### src/rtl/ex_wb_pipe_regs_if.sv
// Bundles the EX-side operand, forwarding-qualifier and data-memory signals of the EX/MEM/WB register block.
// No storage of its own; latency belongs to the module that drives the slave modport.
// stall travels with the bundle and freezes both pipeline registers in the attached block.
interface ex_wb_pipe_regs_if #(
  parameter int DATA_W = 32,
  parameter int REG_AW = 5,
  parameter int CNT_W  = 32
);
  // Pipeline control from the hazard unit.
  logic              stall;
  logic              flush_ex;

  // EX-stage instruction fields.
  logic              ex_valid;
  logic              ex_RegWrite;
  logic              ex_MemRead;
  logic              ex_MemWrite;
  logic              ex_MemtoReg;
  logic [REG_AW-1:0] ex_WriteRegister;
  logic [DATA_W-1:0] ex_ALUResult;
  logic [DATA_W-1:0] ex_StoreData;

  // ID-stage source registers used for load-use detection.
  logic [REG_AW-1:0] id_rs;
  logic [REG_AW-1:0] id_rt;

  // Data-memory port.
  logic [DATA_W-1:0] mem_rdata;
  logic [DATA_W-1:0] mem_addr;
  logic [DATA_W-1:0] mem_wdata;
  logic              mem_read;
  logic              mem_write;

  // Forwarding qualifiers and data.
  logic              MEM_RegWrite;
  logic [REG_AW-1:0] MEM_WriteRegister;
  logic [DATA_W-1:0] MEM_ALUResult;
  logic              WB_RegWrite;
  logic [REG_AW-1:0] WB_WriteRegister;
  logic [DATA_W-1:0] WB_WriteData;

  // Status.
  logic              load_use_hazard;
  logic [CNT_W-1:0]  retired_count;

  // Core side: drives the EX stage and memory read data, consumes everything else.
  modport master (
    output stall, flush_ex,
    output ex_valid, ex_RegWrite, ex_MemRead, ex_MemWrite, ex_MemtoReg,
    output ex_WriteRegister, ex_ALUResult, ex_StoreData,
    output id_rs, id_rt, mem_rdata,
    input  mem_addr, mem_wdata, mem_read, mem_write,
    input  MEM_RegWrite, MEM_WriteRegister, MEM_ALUResult,
    input  WB_RegWrite, WB_WriteRegister, WB_WriteData,
    input  load_use_hazard, retired_count
  );

  // Pipeline-register side.
  modport slave (
    input  stall, flush_ex,
    input  ex_valid, ex_RegWrite, ex_MemRead, ex_MemWrite, ex_MemtoReg,
    input  ex_WriteRegister, ex_ALUResult, ex_StoreData,
    input  id_rs, id_rt, mem_rdata,
    output mem_addr, mem_wdata, mem_read, mem_write,
    output MEM_RegWrite, MEM_WriteRegister, MEM_ALUResult,
    output WB_RegWrite, WB_WriteRegister, WB_WriteData,
    output load_use_hazard, retired_count
  );
endinterface

### src/rtl/ex_wb_pipe_regs.sv
// EX/MEM and MEM/WB pipeline registers, data-memory strobes, forwarding qualifiers, load-use flag, retire counter.
// ex_* reaches MEM_* after 1 cycle and WB_* after 2 cycles; load_use_hazard is combinational.
// stall holds both stages and suppresses mem_write so a held store writes once; flush_ex inserts a bubble.
module ex_wb_pipe_regs #(
  parameter int DATA_W = 32,
  parameter int REG_AW = 5,
  parameter int CNT_W  = 32
) (
  input  logic              clk,
  input  logic              reset,
  ex_wb_pipe_regs_if.slave  bus
);

  // EX/MEM stage state.
  logic              memValid;
  logic              memRegWrite;
  logic              memMemRead;
  logic              memMemWrite;
  logic              memMemtoReg;
  logic [REG_AW-1:0] memWriteReg;
  logic [DATA_W-1:0] memAluResult;
  logic [DATA_W-1:0] memStoreData;

  // MEM/WB stage state.
  logic              wbValid;
  logic              wbRegWrite;
  logic [REG_AW-1:0] wbWriteReg;
  logic [DATA_W-1:0] wbWriteData;

  logic [CNT_W-1:0]  retiredCount;

  // A real EX instruction that has not been flushed enters MEM; anything else becomes a bubble.
  logic exTakes;
  logic exDestNonZero;
  logic exSrcMatch;

  assign exTakes       = bus.ex_valid & ~bus.flush_ex;
  assign exDestNonZero = |bus.ex_WriteRegister;
  assign exSrcMatch    = (bus.ex_WriteRegister == bus.id_rs) |
                         (bus.ex_WriteRegister == bus.id_rt);

  // EX/MEM capture: hold on stall, bubble on flush/invalid, and never qualify a write to $zero.
  always_ff @(posedge clk) begin
    if (reset) begin
      memValid     <= 1'b0;
      memRegWrite  <= 1'b0;
      memMemRead   <= 1'b0;
      memMemWrite  <= 1'b0;
      memMemtoReg  <= 1'b0;
      memWriteReg  <= '0;
      memAluResult <= '0;
      memStoreData <= '0;
    end else if (!bus.stall) begin
      if (exTakes) begin
        memValid     <= 1'b1;
        memRegWrite  <= bus.ex_RegWrite & exDestNonZero;
        memMemRead   <= bus.ex_MemRead;
        memMemWrite  <= bus.ex_MemWrite;
        memMemtoReg  <= bus.ex_MemtoReg;
        memWriteReg  <= bus.ex_WriteRegister;
        memAluResult <= bus.ex_ALUResult;
        memStoreData <= bus.ex_StoreData;
      end else begin
        memValid     <= 1'b0;
        memRegWrite  <= 1'b0;
        memMemRead   <= 1'b0;
        memMemWrite  <= 1'b0;
        memMemtoReg  <= 1'b0;
        memWriteReg  <= '0;
        memAluResult <= '0;
        memStoreData <= '0;
      end
    end
  end

  // MEM/WB capture: pick load data or ALU result; a held load re-samples mem_rdata when released.
  always_ff @(posedge clk) begin
    if (reset) begin
      wbValid     <= 1'b0;
      wbRegWrite  <= 1'b0;
      wbWriteReg  <= '0;
      wbWriteData <= '0;
    end else if (!bus.stall) begin
      wbValid     <= memValid;
      wbRegWrite  <= memRegWrite;
      wbWriteReg  <= memWriteReg;
      wbWriteData <= memMemtoReg ? bus.mem_rdata : memAluResult;
    end
  end

  // Retire counter: one count per valid entry entering MEM/WB, silently wrapping.
  always_ff @(posedge clk) begin
    if (reset) begin
      retiredCount <= '0;
    end else if (!bus.stall && memValid) begin
      retiredCount <= retiredCount + CNT_W'(1);
    end
  end

  // Memory strobes; the store strobe is gated by stall so a held store fires only on release.
  assign bus.mem_addr  = memAluResult;
  assign bus.mem_wdata = memStoreData;
  assign bus.mem_read  = memValid & memMemRead;
  assign bus.mem_write = memValid & memMemWrite & ~bus.stall;

  // Forwarding qualifiers and data.
  assign bus.MEM_RegWrite      = memRegWrite;
  assign bus.MEM_WriteRegister = memWriteReg;
  assign bus.MEM_ALUResult     = memAluResult;
  assign bus.WB_RegWrite       = wbRegWrite;
  assign bus.WB_WriteRegister  = wbWriteReg;
  assign bus.WB_WriteData      = wbWriteData;

  // Load in EX whose destination is read by ID: ID must stall one cycle. Not masked by stall.
  assign bus.load_use_hazard = bus.ex_valid & bus.ex_MemRead & bus.ex_RegWrite &
                               exDestNonZero & exSrcMatch;

  assign bus.retired_count = retiredCount;

endmodule

### src/flat_wrapper.sv
// flat-port wrapper written by rule: the top's interface ports become plain ports
module ex_wb_pipe_regs_flat 
#(
  parameter int DATA_W = 32,
  parameter int REG_AW = 5,
  parameter int CNT_W  = 32
)
  (clk, reset, bus_stall, bus_flush_ex, bus_ex_valid, bus_ex_RegWrite, bus_ex_MemRead, bus_ex_MemWrite, bus_ex_MemtoReg, bus_ex_WriteRegister, bus_ex_ALUResult, bus_ex_StoreData, bus_id_rs, bus_id_rt, bus_mem_rdata, bus_mem_addr, bus_mem_wdata, bus_mem_read, bus_mem_write, bus_MEM_RegWrite, bus_MEM_WriteRegister, bus_MEM_ALUResult, bus_WB_RegWrite, bus_WB_WriteRegister, bus_WB_WriteData, bus_load_use_hazard, bus_retired_count);
  ex_wb_pipe_regs_if #(.DATA_W(DATA_W), .REG_AW(REG_AW), .CNT_W(CNT_W)) bus_i ();
  input  logic clk;
  input  logic reset;
  input wire logic [$bits(bus_i.stall)-1:0] bus_stall;
  input wire logic [$bits(bus_i.flush_ex)-1:0] bus_flush_ex;
  input wire logic [$bits(bus_i.ex_valid)-1:0] bus_ex_valid;
  input wire logic [$bits(bus_i.ex_RegWrite)-1:0] bus_ex_RegWrite;
  input wire logic [$bits(bus_i.ex_MemRead)-1:0] bus_ex_MemRead;
  input wire logic [$bits(bus_i.ex_MemWrite)-1:0] bus_ex_MemWrite;
  input wire logic [$bits(bus_i.ex_MemtoReg)-1:0] bus_ex_MemtoReg;
  input wire logic [$bits(bus_i.ex_WriteRegister)-1:0] bus_ex_WriteRegister;
  input wire logic [$bits(bus_i.ex_ALUResult)-1:0] bus_ex_ALUResult;
  input wire logic [$bits(bus_i.ex_StoreData)-1:0] bus_ex_StoreData;
  input wire logic [$bits(bus_i.id_rs)-1:0] bus_id_rs;
  input wire logic [$bits(bus_i.id_rt)-1:0] bus_id_rt;
  input wire logic [$bits(bus_i.mem_rdata)-1:0] bus_mem_rdata;
  output wire logic [$bits(bus_i.mem_addr)-1:0] bus_mem_addr;
  output wire logic [$bits(bus_i.mem_wdata)-1:0] bus_mem_wdata;
  output wire logic [$bits(bus_i.mem_read)-1:0] bus_mem_read;
  output wire logic [$bits(bus_i.mem_write)-1:0] bus_mem_write;
  output wire logic [$bits(bus_i.MEM_RegWrite)-1:0] bus_MEM_RegWrite;
  output wire logic [$bits(bus_i.MEM_WriteRegister)-1:0] bus_MEM_WriteRegister;
  output wire logic [$bits(bus_i.MEM_ALUResult)-1:0] bus_MEM_ALUResult;
  output wire logic [$bits(bus_i.WB_RegWrite)-1:0] bus_WB_RegWrite;
  output wire logic [$bits(bus_i.WB_WriteRegister)-1:0] bus_WB_WriteRegister;
  output wire logic [$bits(bus_i.WB_WriteData)-1:0] bus_WB_WriteData;
  output wire logic [$bits(bus_i.load_use_hazard)-1:0] bus_load_use_hazard;
  output wire logic [$bits(bus_i.retired_count)-1:0] bus_retired_count;
  assign bus_i.stall = bus_stall;
  assign bus_i.flush_ex = bus_flush_ex;
  assign bus_i.ex_valid = bus_ex_valid;
  assign bus_i.ex_RegWrite = bus_ex_RegWrite;
  assign bus_i.ex_MemRead = bus_ex_MemRead;
  assign bus_i.ex_MemWrite = bus_ex_MemWrite;
  assign bus_i.ex_MemtoReg = bus_ex_MemtoReg;
  assign bus_i.ex_WriteRegister = bus_ex_WriteRegister;
  assign bus_i.ex_ALUResult = bus_ex_ALUResult;
  assign bus_i.ex_StoreData = bus_ex_StoreData;
  assign bus_i.id_rs = bus_id_rs;
  assign bus_i.id_rt = bus_id_rt;
  assign bus_i.mem_rdata = bus_mem_rdata;
  assign bus_mem_addr = bus_i.mem_addr;
  assign bus_mem_wdata = bus_i.mem_wdata;
  assign bus_mem_read = bus_i.mem_read;
  assign bus_mem_write = bus_i.mem_write;
  assign bus_MEM_RegWrite = bus_i.MEM_RegWrite;
  assign bus_MEM_WriteRegister = bus_i.MEM_WriteRegister;
  assign bus_MEM_ALUResult = bus_i.MEM_ALUResult;
  assign bus_WB_RegWrite = bus_i.WB_RegWrite;
  assign bus_WB_WriteRegister = bus_i.WB_WriteRegister;
  assign bus_WB_WriteData = bus_i.WB_WriteData;
  assign bus_load_use_hazard = bus_i.load_use_hazard;
  assign bus_retired_count = bus_i.retired_count;
  ex_wb_pipe_regs #(.DATA_W(DATA_W), .REG_AW(REG_AW), .CNT_W(CNT_W)) u_core (.clk(clk), .reset(reset), .bus(bus_i));
endmodule
### config.mk
export PLATFORM = sky130hd
export DESIGN_NAME = ex_wb_pipe_regs_flat
export DESIGN_NICKNAME = d
export VERILOG_FILES = /design/src/rtl/ex_wb_pipe_regs_if.sv /design/src/rtl/ex_wb_pipe_regs.sv /design/src/flat_wrapper.sv
export SDC_FILE = /design/constraint.sdc
export NUM_CORES = 1
export LEC_CHECK = 0
export ABC_AREA = 1
export CORE_MARGIN = 4
export CORE_UTILIZATION = 38
export CTS_CLUSTER_DIAMETER = 150
export DETAILED_ROUTE_END_ITERATION = 12
export PLACE_DENSITY = 0.77
export RECOVER_POWER = 25
export SLEW_MARGIN = 30
export SYNTH_ARGS = -nofsm -noshare
export SYNTH_HDL_FRONTEND = slang
export SYNTH_SLANG_ARGS = --single-unit
### constraint.sdc
create_clock -name clk -period 1.4 [get_ports clk]
set_input_delay 0.35 -clock clk [delete_from_list [all_inputs] [get_ports clk]]
set_output_delay 0.35 -clock clk [all_outputs]
set_load 0.01 [all_outputs]
==> summary.md <==
| Metric | Value |
|---|---|
| Sequential-to-total area share from yosys stat | 44.3% |
| Multiplexer share of the synthesized area | 5.54% |
| CTS H-tree depth | 4 |
| Worst endpoint required time | 1.05 ns |
| Total CTS buffers | 17 |
| Post-Route Utilization | 63.3% |
| 1st-iter DRT viols | 400 |
| F_max | 628 MHz |
| Cells after synthesis | 909 |
| P_leak | 4.56 nW |
| Post-route ant nets | 0 |
| FILL cells | 1463 |
| Fin Setup TNS | -0.229 ns |
| DIE HEIGHT | 139 um |
| Yosys warns | 0 |
| Most common cell after layout, fill and taps aside | nand2_1 |
| Netlist Area Pre-Place | 0.00650 sq mm |
| Reg2reg start | u_core.bus.retired_count[1] |
| Core area | 0.0167 sq mm |
| Synth top area cells | dfxtp_1, nand2_1, nor2_1 |
| CTS Buffer Depth | 2 |
| Outcome | complete, but fails checks |
| Reg area | 0.00304 sq mm |
| Via count | 7010 |
| Crit Path Class | in2out |
| Simple-gate share of the synthesized area | 27.1% |
| DIE AREA | 0.0193 sq mm |
| GR Overflow Total | 0 |
| Clock slew at reported path FFs | 0.06 ns |
| Via/cell ratio | 4.83 |
| Seq cells post-synth | 144 |
| Antenna violations before repair | 6 |
| Final clock skew | 0.0120 ns |
| Crit path cell chain | buf_2 -> or2_4 -> a21oi_4 -> nand3_2 -> a21oi_2 -> buf_4 |
| Async set or reset register ratio after synthesis | 0% |
| Routed wire length per instance | 16.6 um |
| Final setup margin | -0.192 ns |
| Average size of a mapped cell | 7.15 sq um |
| Largest net degree at the start of global routing | 63 |
| CTS tree | yes |
| Final setup violating endpoints | 4 |
| Multi-input gate area | 0.00320 sq mm |
| Min-Delay Path Class | in2reg |
| Layout Area Growth over Synthesis | 62.6% |
| Headroom to the max-slew limit | 51.2% |
| Initial Util | 38.9% |
| Min Clock Period, post-route | 1.59 ns |
| Post-synth EDFFs | 0 |
| Port-buffer cells | 294 |
| DR pass1 iterations | 5 |
| DPL Wire Length | 16400 um |
| Worst Setup Start Kind | input port |
| Crit path from | bus_id_rs[1] |
| Slew @ Worst Pin | 0.732 ns |
| Post-Synth XOR/XNOR Area | 1.62% |
| RSZ-0062 raised after global routing | true |
| Hold Crit Start | bus_ex_WriteRegister[3] |
| Vias in the first global route | 6713 |
| Final Max Slew Viols | 0 |
| Violated checks | negative setup slack |
| Main combinational cell family by area after synthesis | simple AND/OR/NAND/NOR gates |
| Worst skew pair latency | 0.42 ns |
| Overall Global Routing Usage | 23.0% |
| Root buffer cell | clkbuf_16 |
| CTS Hold Bufs | 0 |
| Fin crit share | 114% |
| Max VDD drop | 0.776 mV |
| Max-Cap Viols | 0 |
| CP Data Arrival Time | 1.24 ns |
| Primary FF master, synth | dfxtp_1 |
| Synth Area in Compound Gates | 10.5% |
| First-pass GRT wire length | 35800 um |
| Residual DRC | 0 |
| Worst path max stage delay | 0.23 ns |
| Num rows | 47 |
| Post-synth top area share | 44.3% |
| Worst Setup End Kind | output pin |
| Synth area leader | dfxtp_1 |
| Adder-cell share of the synthesized area | 0.192% |
| Die Wd | 139 um |
| Yosys cell types | 29 |
| Layout cells sized above 1 | 34.0% |
| Routability Congestion | 0.907 |
| CP max FO | 2 |
| WL final | 24200 um |
| Most frequent cells in the layout | nand2_1, nor2_1, clkdlybuf4s50_1 |
| Clock Sinks | 144 |
| I/O pin cnt | 295 |
| NumNets Final | 1336 |
| Worst path slowest cell | or2_4 |
| Pwr dens | 963 mW/mm^2 |
| Hold Vio Cnt, Final | 0 |
| Syn nets | 1030 |
==> per-stage QoR <==
| step | cells | cell area (sq um) | total power [mW] | setup slack, ns | hold slack, ns |
|---|---|---|---|---|---|
| floorplan | 909 | 6510 | 4.82 | 0.0235 | 0.445 |
| global placement | 1397 | 9790 | 5.58 | -1.15 | 0.451 |
| detailed placement | 1397 | 9790 | 5.59 | -1.15 | 0.457 |
| CTS | 1430 | 10600 | 10.3 | -0.222 | 0.215 |
| global route | 1451 | 10600 | 10.5 | -0.249 | 0.255 |
| finish | 1451 | 10600 | 10.2 | -0.192 | 0.228 |
==> cell type report <==
type,count,share of cell area (%)
clock buffers,18,4.15
inverters,74,2.67
clock inverters,14,1.70
flip-flops and latches,144,28.8
diodes,3,0.0710
multi-input cells,616,30.3
well taps,220,2.60
repair buffers,361,29.7
repair inverters,1,0.0355
==> path summary, 6_finish.rpt <==
| check | to | slack (ns) | cells past startpoint |
|---|---|---|---|
| worst max-delay path | bus_load_use_hazard | -0.19 | 6 |
| worst max register to register | u_core.bus.retired_count[18] | -0.02 | 10 |
| worst min register to register | u_core.bus.mem_wdata[22] | 0.47 | 2 |
| worst min-delay path | u_core.bus.MEM_WriteRegister[3] | 0.23 | 3 |
==> cells by family after synthesis <==
kind of cell               Yosys count
adders and majority gates            1
and+or+nand+nor                    435
muxes                               32
DFF                                144
buffers and inverters              149
AOI/OAI and AO/OA                  136
xor gates and xnor gates            12
==> synth_stat cells (2+ instances only) <==
master,instances
nand2_1,229
buf_4,32
o21ai_0,45
o21bai_1,2
xnor2_1,5
a21oi_1,88
nor2_4,3
nand2_2,2
nor3_1,4
mux2_2,32
nor2_2,6
dfxtp_1,144
nand3_1,35
clkbuf_1,33
xor2_1,7
nand4_1,5
nor2_1,146
buf_2,8
inv_2,3
inv_1,71
==> flip-flops by register name, summed over array words and instances (netlist names) <==
register                      flops
u_core.bus.WB_WriteData          32
u_core.memMemtoReg                1
u_core.bus.MEM_RegWrite           1
u_core.bus.MEM_WriteRegister      5
u_core.bus.WB_RegWrite            1
u_core.bus.retired_count         32
u_core.memMemRead                 1
u_core.bus.MEM_ALUResult         32
u_core.memValid                   1
u_core.memMemWrite                1
u_core.bus.mem_wdata             32
u_core.bus.WB_WriteRegister       5
==> critical path, delay by kind of cell <==
kind                   cells  cell delay [ns]
AO/OA/AOI/OAI              2             0.32
buffers and inverters      2             0.25
AND/OR/NAND/NOR            2             0.31
==> layer usage <==
layer  vias up  global-route usage (%)  routed length [um]
met4         6                    7.11                 519
li1       3456                       -                   -
met1      3219                    26.6                9550
met3        42                    7.86                1860
met5         -                       0                  28
met2       287                    40.4               12200
==> report_power, final <==
group	internal (mW)	switching (mW)	total, mW
combinational	0.612	0.542	1.15
sequential	4.16	0.0750	4.24
clock	2.88	1.92	4.80
total	7.65	2.54	10.2
==> repair_timing <==
item / in CTS / in global routing
gates resized for setup: 557 / 201
buffers inserted: 1 / 11
gates cloned: 0 / 7
setup endpoints to repair: 185 / 212
pin swaps: 13 / 37
No activity file was read; power rests on OpenSTA's default activity.
